## config.mk

```make
export PLATFORM = sky130hd
export DESIGN_NAME = echo_request_input
export DESIGN_NICKNAME = d
export VERILOG_FILES = /design/src/rtl/echo_request_input.sv
export SDC_FILE = /design/constraint.sdc
export NUM_CORES = 1
export LEC_CHECK = 0
export BUFFER_PORTS_ARGS = -buffer_cell sky130_fd_sc_hd__buf_2
export CAP_MARGIN = 5
export CORE_ASPECT_RATIO = 1.75
export CORE_UTILIZATION = 40
export DETAILED_ROUTE_END_ITERATION = 12
export MAX_ROUTING_LAYER = met4
export PLACE_DENSITY = 0.56
export SKIP_CTS_REPAIR_TIMING = 1
export SYNTH_ARGS = -nofsm -noshare
export SYNTH_HDL_FRONTEND = slang
export SYNTH_SLANG_ARGS = --single-unit
```

## constraint.sdc

```tcl
create_clock -name CLK -period 4.75 [get_ports CLK]
set_clock_uncertainty 0.1 [all_clocks]
set_input_delay 0.7125 -clock CLK [delete_from_list [all_inputs] [get_ports CLK]]
set_output_delay 0.7125 -clock CLK [all_outputs]
set_load 0.01 [all_outputs]
```

## src/rtl/echo_request_input.sv

```systemverilog
// Host-to-hardware request portal for Echo: parses host words into `say` calls,
// buffers decoded calls in a small FIFO and drives the Echo `say` RDY/ENA handshake.
module echo_request_input #(
  parameter int FIFO_DEPTH = 4,
  parameter int SAY_METHOD = 0
) (
  input  logic        CLK,
  input  logic        RST_N,
  input  logic [31:0] requests_0_enq_v,
  input  logic        EN_requests_0_enq,
  output logic        RDY_requests_0_enq,
  output logic        requests_0_notFull,
  output logic        RDY_requests_0_notFull,
  input  logic [15:0] messageSize_size_methodNumber,
  output logic [15:0] messageSize_size,
  output logic        RDY_messageSize_size,
  output logic        intr_status,
  output logic        RDY_intr_status,
  output logic [31:0] intr_channel,
  output logic        RDY_intr_channel,
  input  logic        say__RDY,
  output logic        say__ENA,
  output logic [31:0] say_v,
  output logic [15:0] err_count
);

  localparam int AW = (FIFO_DEPTH > 1) ? $clog2(FIFO_DEPTH) : 1;
  localparam int CW = AW + 1;
  localparam logic [CW-1:0] DEPTH_C = CW'(FIFO_DEPTH);
  localparam logic [15:0] SAY_M = 16'(SAY_METHOD);

  typedef enum logic [1:0] {
    HDR  = 2'd0,
    PAY  = 2'd1,
    DISC = 2'd2
  } state_t;

  state_t        state_r;
  state_t        next_state_s;
  logic [15:0]   remaining_r;
  logic [15:0]   err_r;
  logic [31:0]   mem_r [FIFO_DEPTH];
  logic [AW-1:0] wr_ptr_r;
  logic [AW-1:0] rd_ptr_r;
  logic [CW-1:0] count_r;

  logic        full_s;
  logic        empty_s;
  logic        accept_s;
  logic        pop_s;
  logic        push_s;
  logic        hdr_valid_s;
  logic        err_inc_s;
  logic        load_rem_s;
  logic        dec_rem_s;
  logic [15:0] hdr_method_s;
  logic [15:0] hdr_len_s;

  assign full_s       = (count_r == DEPTH_C);
  assign empty_s      = (count_r == {CW{1'b0}});
  assign accept_s     = EN_requests_0_enq && !full_s;
  assign pop_s        = !empty_s && say__RDY;
  assign hdr_method_s = requests_0_enq_v[31:16];
  assign hdr_len_s    = requests_0_enq_v[15:0];
  assign hdr_valid_s  = (hdr_method_s == SAY_M) && (hdr_len_s == 16'd1);

  assign RDY_requests_0_enq     = !full_s;
  assign requests_0_notFull     = !full_s;
  assign RDY_requests_0_notFull = 1'b1;
  assign messageSize_size       = (messageSize_size_methodNumber == SAY_M) ? 16'd32 : 16'd0;
  assign RDY_messageSize_size   = 1'b1;
  assign intr_status            = 1'b0;
  assign RDY_intr_status        = 1'b1;
  assign intr_channel           = 32'hFFFF_FFFF;
  assign RDY_intr_channel       = 1'b1;
  assign say__ENA               = pop_s;
  assign say_v                  = mem_r[rd_ptr_r];
  assign err_count              = err_r;

  // Message parser: next state and per-word actions
  always_comb begin
    next_state_s = state_r;
    push_s       = 1'b0;
    err_inc_s    = 1'b0;
    load_rem_s   = 1'b0;
    dec_rem_s    = 1'b0;
    case (state_r)
      HDR: begin
        if (accept_s) begin
          if (hdr_valid_s) begin
            next_state_s = PAY;
          end else begin
            err_inc_s = 1'b1;
            if (hdr_len_s != 16'd0) begin
              load_rem_s   = 1'b1;
              next_state_s = DISC;
            end else begin
              next_state_s = HDR;
            end
          end
        end else begin
          next_state_s = HDR;
        end
      end
      PAY: begin
        if (accept_s) begin
          push_s       = 1'b1;
          next_state_s = HDR;
        end else begin
          next_state_s = PAY;
        end
      end
      DISC: begin
        if (accept_s) begin
          dec_rem_s = 1'b1;
          if (remaining_r == 16'd1) begin
            next_state_s = HDR;
          end else begin
            next_state_s = DISC;
          end
        end else begin
          next_state_s = DISC;
        end
      end
      default: begin
        next_state_s = HDR;
      end
    endcase
  end

  // Parser state, discard counter and saturating error counter
  always_ff @(posedge CLK or negedge RST_N) begin
    if (!RST_N) begin
      state_r     <= HDR;
      remaining_r <= 16'd0;
      err_r       <= 16'd0;
    end else begin
      state_r <= next_state_s;
      if (load_rem_s) begin
        remaining_r <= hdr_len_s;
      end else if (dec_rem_s) begin
        remaining_r <= remaining_r - 16'd1;
      end
      if (err_inc_s && (err_r != 16'hFFFF)) begin
        err_r <= err_r + 16'd1;
      end
    end
  end

  // Decoded-call FIFO; power-of-two depth lets the pointers wrap naturally
  always_ff @(posedge CLK or negedge RST_N) begin
    if (!RST_N) begin
      wr_ptr_r <= {AW{1'b0}};
      rd_ptr_r <= {AW{1'b0}};
      count_r  <= {CW{1'b0}};
      for (int i = 0; i < FIFO_DEPTH; i++) begin
        mem_r[i] <= 32'd0;
      end
    end else begin
      if (push_s) begin
        mem_r[wr_ptr_r] <= requests_0_enq_v;
        wr_ptr_r        <= wr_ptr_r + AW'(1);
      end
      if (pop_s) begin
        rd_ptr_r <= rd_ptr_r + AW'(1);
      end
      case ({push_s, pop_s})
        2'b10:   count_r <= count_r + CW'(1);
        2'b01:   count_r <= count_r - CW'(1);
        default: count_r <= count_r;
      endcase
    end
  end

endmodule

```

# Yosys cells after proc, flatten, opt, wreduce, memory -nomap -nowiden
# Cells that the tools add are included.
# word_totals
register_bits	169
# classes
addsub	6
n_lt_le_gt_ge	3
n_eq_ne	8
mux	27
n_bitwise	2
n_reduce_logical	14
# op_table
op	n
$bwmux 128	1
$mux 32	3
$bmux 32 s2	1
$demux 32 s2	1
$eq 16x1->1 const B	2
$logic_not 16->1	2
$mux 16	2
$add 16x1->16 const B	1
$ne 16x16->1 const B	1
$reduce_bool 16->1	1
$sub 16x1->16 const B	1
$mux 1	11
$mux 2	5
$ge 3x3->1 const B	2
$mux 6	1
$not 2->3	2
$pmux 2 s3	1
$pmux 3 s2	1
$logic_and 1x1->1	5
$add 2x1->2 const B	2
$eq 2x1->1 const B	2
$eq 2x2->1 const B	2
$reduce_bool 2->1	2
$add 3x1->3 const B	1
other kinds (6)	7

# Depth between registers and ports, before layout
# Gate-level depths: netlist of run 1.
# logic_depth
word_depth	7
mapped_depth	11
mapped_depth_nobuf	10

# Least setup slack after synthesis of run 1
# OpenSTA, ideal clock, no wires.
# synth_timing
path_kind	flip-flop to output port
startpoint	register rd_ptr_r[0]
endpoint	output say_v[10]
arrival_ps	1512
t_required_ps	3938
path_slack_ps	2426
stages_incl_launch_ff	4
n_path_buf	2
path_cell_list	dfrtp_1 clkbuf_1 buf_2 mux4_2
# synth_via
elab_chain_cells	4
# synth_rtl
element	line	rtl
from (decl)	44	logic [AW-1:0] rd_ptr_r;
from (signal assigned)	154	rd_ptr_r <= {AW{1'b0}};
from (signal assigned)	165	rd_ptr_r <= rd_ptr_r + AW'(1);
$not 2->3 (not written as such)	77	assign say_v = mem_r[rd_ptr_r];
$bmux 32 s2	77	
$mux 32 (not written as such) (2 in series)	77	
to (decl)	23	output logic [31:0] say_v,
# Every way passes these cells. The select of a mux whose other input is x is not followed.

# Worst setup path in the final report of run 1
# layout_timing
startpoint	register rd_ptr_r[0]
endpoint	output say_v[14]
# Same word-level chain as after synthesis.

==> reports/qor.yml, run 1 <==
outcome: "completed"
start_util_pct: 40.97
fin_util_pct: 45.82
routed_via_density: 5.206
hpwl_um: 13690
drive_gt1_share_pct: 42.98
final.setup.tns_ns: 0
fillers: 1943
routed_wirelength_um: 20300
routed-via-count: 5263
die_x_um: 114.4
grt_pass1_vias: 5781
ff2ff_path_depth: 5
crit_buf_inv: 2
worstMarginPinSlew_ns: 0.8449
synth_cells: 612
fin_crit_ns: 3.244
drc_errors: 0
min_path_type: "in2async"
endpoint_kind: "output port"
grt_pass1_wl_um: 32440
syn2layout_area_growth_pct: 11.83
dr.pass1.iters: 4
dieArea_sq_um: 22730
synth_seq_area_share_pct: 47.81
gr-usage-all-layers_pct: 19.74
dpl_cell_area_sq_um: 9346
cts_tree: "done"
htree_num_levels: 4
hold_viol_final: 0
drtAntennaViolNets: 0
worstPathMaxFanout: 21
slowest_delay_ns: 0.71
r2r_start: "count_r[2]"
die_y_um: 198.7
worstPathRequired_ns: 3.94
yosysUniqueCellTypes: 50
pin_count: 156
crit_arrival_ns: 2.43
synth_area_sq_um: 8845
grt_max_degree: 89
cts.sinks: 169
core_sq_um: 21590
cellPowerDensity_nw_per_um2: 371.8
gp_congestion: 0.8218
avgSynthCellArea_sq_um: 14.45
cp_top_family: "flip-flops"
clk_path_buf_depth: 2
ys.flop_type: "dfrtp_1"
period_share_pct: 68.30
ys_ff_latch: 169
root_buffer: "clkbuf_16"
final_nets: 768
synth_edf_count: 0
path_class: "reg2out"
yosys_warnings: 0
io_buffers: 103
fin_area_sq_um: 9891
final_cell_mix: "dfrtp_1, mux2_4, buf_2"
clock_latency_ns: 0.43
antenna_cells: 0
dp.cells: 980
path_clk_slew_ns: 0.06
drtIter0Drc: 305
overflow: 0
maxCapViolations: 0
reg2reg_setup_slack_ns: 2.06
power.leakage_nw: 5.180
vdd_drop_max_mv: 0.2789
startpoint_type: "flop"
final_common_cell: "dfrtp_1"
stdcell_count: 1011
maxSlewViolCount: 0
std_cell_rows: 71
numCtsBuffers: 17
r2r-end: "mem_r[113]"
wl_per_cell_um: 20.08
rsz0062_at_grt: "false"
worstPathCellList: "buf_4, mux4_2, buf_2"
clock.fmax_mhz: 308.2
async_flop_share_pct: 100.0
maxSlewHeadroom_pct: 43.67
antenna_found_initial: 0
report.power.total_mw: 3.677
slowest_stage: "dfrtp_2"
setup_viol: 0
stage by stage:
| step | setup slack (ns) | hold slack, ns |
|---|---|---|
| floorplan | 2.426 | 0.3169 |
| CTS | 1.395 | 0.2672 |
| finish | 1.506 | 0.2325 |
| global placement | 1.565 | 0.3702 |
| global route | 1.350 | 0.2813 |
| detailed placement | 1.503 | 0.3806 |
state kept, by name, summed over array words and instances (netlist names):
name / cells
count_r: 3
rd_ptr_r: 2
state_r: 2
err_count: 16
wr_ptr_r: 2
mem_r: 128
remaining_r: 16
how the worst max path moves through the flow:
stage	from	to	slack (ns)	depth (start not counted)
after floorplan	rd_ptr_r[0]	say_v[10]	2.43	3
after global placement	requests_0_enq_v[17]	err_count[1]	1.56	6
after detailed placement	requests_0_enq_v[0]	err_count[1]	1.50	6
after CTS	rd_ptr_r[0]	say_v[14]	1.40	3
after global routing	rd_ptr_r[0]	say_v[14]	1.35	3
final	rd_ptr_r[0]	say_v[14]	1.51	3
area by class of cell:
type	instances	area, sq um	share of cell area [%]
flip-flops and latches	169	4230	42.77
multi-input cells	400	4154	42.00
repair buffers	107	551.8	5.579
clock buffers	24	501.7	5.073
well taps	292	365.4	3.694
inverters	12	45.04	0.4554
clock inverters	7	42.54	0.4301
Yosys cell counts, types with 6 or more instances:
cell	count	area, sq um
a21oi_1	11	55.05
a221o_1	8	80.08
and3_1	8	50.05
buf_2	6	30.03
buf_4	54	405.4
buf_6	12	135.1
clkbuf_1	9	33.78
dfrtp_1	169	4229
ha_1	8	100.1
inv_1	12	45.04
mux2_2	9	101.4
mux2_4	120	1802
mux4_2	32	720.7
nand2_1	18	67.56
nand3_1	9	45.04
nand4_1	10	62.56
nor2_1	10	37.54
nor3_1	8	40.04
nor4_1	9	56.30
o21ai_0	10	50.05
xnor2_1	17	148.9
cells by family (layout without fill, tap and decap cells):
logic type,count (synthesis),count (layout),share of synthesized area (%)
flops,169,169,47.81
mux,163,163,29.89
simple gates,106,106,7.427
other cells,2,52,0.08491
xor+xnor,22,22,2.178
compound gates,48,48,3.904
fa+ha+maj,9,9,1.358
buf+inv,93,150,7.342
power breakdown:
part / internal [mW] / total (mW) / switching [mW]
Combinational: 0.301 / 0.709 / 0.408
Sequential: 1.53 / 1.68 / 0.147
Clock: 0.733 / 1.29 / 0.559
per-layer routing:
| layer | global-route usage (%) | vias to the layer above | wire [um] |
|---|---|---|---|
| li1 | - | 2335 | - |
| met2 | 35.71 | 134 | 11420 |
| met5 | - | - | 0 |
| met3 | 2.956 | 28 | 532 |
| met1 | 21.54 | 2766 | 7896 |
| met4 | 7.696 | 0 | 450 |
(Power assumes the default switching activity.)
==> run 2, diff against run 1 <==
Settings changed: PLACE_DENSITY 0.56 to 0.59.
Clock period 4.75 ns to 2.9 ns, I/O delays scaled along.
==> reports/qor.yml, run 2 (synthesis results as in run 1) <==
outcome: "completed"
cts_tree: "done"
r2r_start: "remaining_r[0]"
hold_viol_final: 0  # unchanged
path_clk_slew_ns: 0.06  # about the same
wl_per_cell_um: 19.59  # -2.5%
min_from: "requests_0_enq_v[25]"
holdPathEnd: "mem_r[57]"
grt_pass1_vias: 5979  # +3.4%
r2r-end: "remaining_r[14]"
worstPathCellList: "buf_12, mux4_2, buf_2"
drtIter0Drc: 230  # -25%
clock_latency_ns: 0.42  # about the same
timing.hold.ws_ns: 0.2118  # -0.02072 ns
clk_path_buf_depth: 2  # unchanged
crit_buf_inv: 2  # unchanged
crit_arrival_ns: 2.00  # -0.43 ns
crit_path_start: "rd_ptr_r[0]"
slowest_stage: "mux4_2"
power.leakage_nw: 5.297  # +2.3%
worstPathMaxFanout: 27  # +29%
maxSlewHeadroom_pct: 48.69  # +5.0 points
numCtsBuffers: 17  # unchanged
die_y_um: 198.7  # unchanged
grt_pass1_wl_um: 32310  # -0.40%
path_class: "reg2out"
reg2reg_setup_slack_ns: 0.46  # -1.60 ns
hpwl_um: 14020  # +2.4%
worstMarginPinSlew_ns: 0.7696  # -0.07531 ns
overflow: 0  # unchanged
maxSlewViolCount: 0  # unchanged
routed_via_density: 5.199  # -0.14%
antenna_cells: 0  # unchanged
cts.sinks: 169  # unchanged
drtAntennaViolNets: 0  # unchanged
dr.pass1.iters: 4  # unchanged
final.setup.tns_ns: 0  # unchanged
start_util_pct: 40.97  # unchanged
routed_wirelength_um: 20120  # -0.91%
grt_max_degree: 81  # -9.0%
drive_gt1_share_pct: 44.22  # +1.2 points
syn2layout_area_growth_pct: 14.67
fin_crit_ns: 2.540
gr-usage-all-layers_pct: 19.57  # -0.17 points
core_sq_um: 21590  # unchanged
period_share_pct: 87.58
std_cell_rows: 71  # unchanged
routed-via-count: 5339  # +1.4%
final_nets: 784  # +2.1%
cellPowerDensity_nw_per_um2: 616.2  # +66%
min_path_type: "in2reg"
final_cell_mix: "dfrtp_1, mux2_4, buf_2"
slowest_delay_ns: 0.56  # -0.15 ns
dieArea_sq_um: 22730  # unchanged
htree_num_levels: 4  # unchanged
largest_reg_flops: 128  # unchanged
startpoint_type: "flop"
setup_viol: 0  # unchanged
gp_congestion: 0.9113  # +11%
final_common_cell: "dfrtp_1"
pin_count: 156  # unchanged
maxCapViolations: 0  # unchanged
ff2ff_path_depth: 7  # +2
rsz0062_at_grt: "false"
clock.fmax_mhz: 393.7
root_buffer: "clkbuf_16"
antenna_found_initial: 0  # unchanged
hold_path_depth: 2
worstPathRequired_ns: 2.37  # -1.57 ns
die_x_um: 114.4  # unchanged
endpoint_kind: "output port"
largest-register: "mem_r"
drc_errors: 0  # unchanged
cp_top_family: "multiplexers"
vdd_drop_max_mv: 0.3848  # +38%
io_buffers: 103  # unchanged
## run 2: cell count changes in the layout (fill, tap and decap cells not counted)
cell	change
buf_4	+8
buf_12	+7
clkbuf_8	-4
clkinv_2	-4
clkinvlp_4	+3
inv_6	+3
bufinv_16	+2
clkbuf_1	-1
dlygate4sd3_1	+1
inv_8	+1
## run 2: power breakdown
group          leakage, nW  switching (mW)  internal, mW  total [mW]
clock                0.278           0.978          1.30        2.28
combinational         2.71           0.727         0.549        1.28
sequential            2.31           0.190          2.50        2.69
## run 2: worst reg2reg max path, delay by kind of cell (launching register included)
kind                     cells  cell delay, ns
adder cells (fa/ha/maj)      1            0.19
AND/OR/NAND/NOR              2            0.81
AO/OA/AOI/OAI                3            0.66
flip-flops                   1            0.44
buffers and inverters        1            0.10
## run 2: worst max-delay path by stage
stage / to / slack (ns) / cells past startpoint
floorplan: count_r[2] / 0.60 / 11
global placement: err_count[1] / 0.33 / 7
detailed placement: err_count[12] / 0.31 / 8
CTS: say_v[26] / 0.31 / 3
global route: remaining_r[12] / 0.23 / 7
finish: say_v[26] / 0.36 / 3
## run 2: area by class of cell
cell class | count | area, sq um
clock buffers | 19 | 442.9
multi-input cells | 400 | 4154
inverters | 12 | 45.04
clock inverters | 12 | 142.6
fillers | 1879 | 11440
flip-flops and latches | 169 | 4230
repair buffers | 123 | 762.0
well taps | 292 | 365.4
## run 2: through the flow
stage | util, % | setup slack (ns) | power (mW) | cell area [sq um] | std cells
after CTS | 46.94 | 0.3117 | 6.327 | 10130 | 1026
after floorplan | - | 0.6025 | 3.608 | 9032 | 662
after global routing | 46.98 | 0.2271 | 6.562 | 10140 | 1027
after detailed placement | 44.22 | 0.3149 | 4.021 | 9547 | 995
after global placement | 44.22 | 0.3256 | 3.986 | 9547 | 995
final | 46.98 | 0.3602 | 6.250 | 10140 | 1027
## run 2: metal layers
| layer | routed length, um | up-vias | global-route usage [%] | part of all wire, % |
|---|---|---|---|---|
| met3 | 657 | 35 | 3.199 | 3.3 |
| li1 | - | 2362 | - | - |
| met5 | 0 | - | - | 0 |
| met1 | 7792 | 2781 | 21.35 | 39 |
| met2 | 11080 | 161 | 34.57 | 55 |
| met4 | 591 | 0 | 9.043 | 2.9 |
==> run 3, diff against run 2 <==
Settings changed: PLACE_DENSITY 0.59 to not set, PLACE_DENSITY_LB_ADDON set to 0.25.
==> reports/qor.yml, run 3 (synthesis results as in run 1) <==
final_nets: 782  # -0.26%
crit_path_start: "rd_ptr_r[0]"
clk_path_buf_depth: 2  # unchanged
routed_via_density: 5.173  # -0.50%
fin_crit_ns: 2.603  # +0.06347 ns
multi_input_area_sq_um: 4154  # unchanged
slowest_delay_ns: 0.59  # +0.03 ns
clock_latency_ns: 0.44  # +0.02 ns
drc_errors: 0  # unchanged
power.leakage_nw: 5.303  # +0.12%
endpoint_kind: "output port"
path_class: "reg2out"
ff_latch_area_sq_um: 4230  # unchanged
grt_max_degree: 60  # -26%
maxSlewViolCount: 0  # unchanged
clock.fmax_mhz: 384.1  # -2.4%
switching_share_pct: 29.74  # -0.56 points
start_util_pct: 40.97  # unchanged
fillers: 1906  # +1.4%
maxSlewHeadroom_pct: 54.04  # +5.3 points
final_cell_mix: "dfrtp_1, mux2_4, buf_2"
core_sq_um: 21590  # unchanged
worst_slack_ns: 0.2967  # -0.06347 ns
r2r_start: "count_r[2]"
outcome: "completed"
io_buffers: 103  # unchanged
worstPathCellList: "buf_12, mux4_2, buf_2"
worstMarginPinSlew_ns: 0.6879  # -0.08168 ns
crit_arrival_ns: 2.07  # +0.07 ns
drive_gt1_share_pct: 44.28  # +0.060 points
wl_per_cell_um: 19.66  # +0.36%
power_switching_mw: 1.882  # -0.66%
overflow: 0  # unchanged
antenna_cells: 0  # unchanged
place_ws_ns: 0.3343  # +0.01945 ns
slowest_stage: "mux4_2"
cts.sinks: 169  # unchanged
p_clk_share_pct: 37.1  # +0.6 points
sequentialPowerShare_pct: 43.0  # about the same
setup_viol: 0  # unchanged
cts_tree: "done"
grt_pass1_vias: 5817  # -2.7%
drtAntennaViolNets: 0  # unchanged
combinationalPowerShare_pct: 19.9  # -0.5 points
final.setup.tns_ns: 0  # unchanged
final_common_cell: "dfrtp_1"
antenna_found_initial: 0  # unchanged
root_buffer: "clkbuf_16"
fin_util_pct: 47.00  # about the same
worstPathMaxFanout: 27  # unchanged
pin_count: 156  # unchanged
worstPathRequired_ns: 2.37  # about the same
min_path_type: "in2reg"
path_clk_slew_ns: 0.06  # about the same
largest-register: "mem_r"
routed-via-count: 5307  # -0.60%
dr.pass1.iters: 4  # unchanged
drtIter0Drc: 248  # +7.8%
hold_viol_final: 0  # unchanged
min_from: "requests_0_enq_v[31]"
gp_congestion: 0.8683  # -4.7%
numCtsBuffers: 17  # unchanged
maxCapViolations: 0  # unchanged
rsz0062_at_grt: "false"
syn2layout_area_growth_pct: 14.71  # about the same
std_cell_rows: 71  # unchanged
cellPowerDensity_nw_per_um2: 623.5  # +1.2%
vdd_drop_max_mv: 0.4447  # +16%
dieArea_sq_um: 22730  # unchanged
die_y_um: 198.7  # unchanged
htree_num_levels: 4  # unchanged
p_int_mw: 4.445  # +2.0%
routed_wirelength_um: 20170  # +0.26%
die_x_um: 114.4  # unchanged
hpwl_um: 14310  # +2.0%
largest_reg_flops: 128  # unchanged
period_share_pct: 89.77  # +2.2 points
gr-usage-all-layers_pct: 19.81  # +0.24 points
grt_pass1_wl_um: 32460  # +0.45%
startpoint_type: "flop"
-- run 3: worst paths after layout --
kind	to	slack, ns	depth (start not counted)
setup / recovery	say_v[14]	0.30	3
max in group asynchronous	mem_r[40]	1.38	3
hold reg to reg	err_count[10]	0.40	1
hold / removal	mem_r[95]	0.19	2
setup reg to reg	count_r[2]	0.37	10
min in group asynchronous	mem_r[81]	0.44	2
-- run 3: final cells by class --
| type | count | share of cell area [%] |
|---|---|---|
| tap | 292 | 3.601 |
| sequential | 169 | 41.69 |
| inverter | 12 | 0.4440 |
| multi-input combinational | 400 | 40.94 |
| timing repair buffer | 121 | 7.362 |
| clock buffer | 19 | 4.464 |
| clock inverter | 13 | 1.492 |
-- run 3: power by group through the flow --
stage                     Sequential (mW)  Clock [mW]  Combinational [mW]
after floorplan                      2.67           0               0.943
after global placement               2.74           0                1.24
after detailed placement             2.76           0                1.28
after CTS                            2.72        2.40                1.28
after global routing                 2.74        2.48                1.38
final                                2.72        2.35                1.26
-- run 3: metal layers --
layer  track usage, %  share of wire, %
met1            21.16                39
met2            35.69                55
met3            3.656               3.2
met4            8.033               2.5
met5                -                 0
-- run 3: stage by stage --
stage | power [mW] | hold slack [ns] | cells | instance area [sq um]
2_1_floorplan | 3.608 | 0.03941 | 662 | 9032
3_3_place_gp | 3.985 | 0.3362 | 993 | 9532
3_5_place_dp | 4.034 | 0.3468 | 993 | 9532
4_1_cts | 6.400 | -0.1295 | 1025 | 10140
5_1_grt | 6.611 | 0.1768 | 1026 | 10150
6_report | 6.326 | 0.1859 | 1026 | 10150
-- run 3: critical path, delay by kind of cell, from the launching register on --
family                 cells  cell delay [ns]
buffers and inverters      2             0.47
muxes                      1             0.59
DFF                        1             0.56
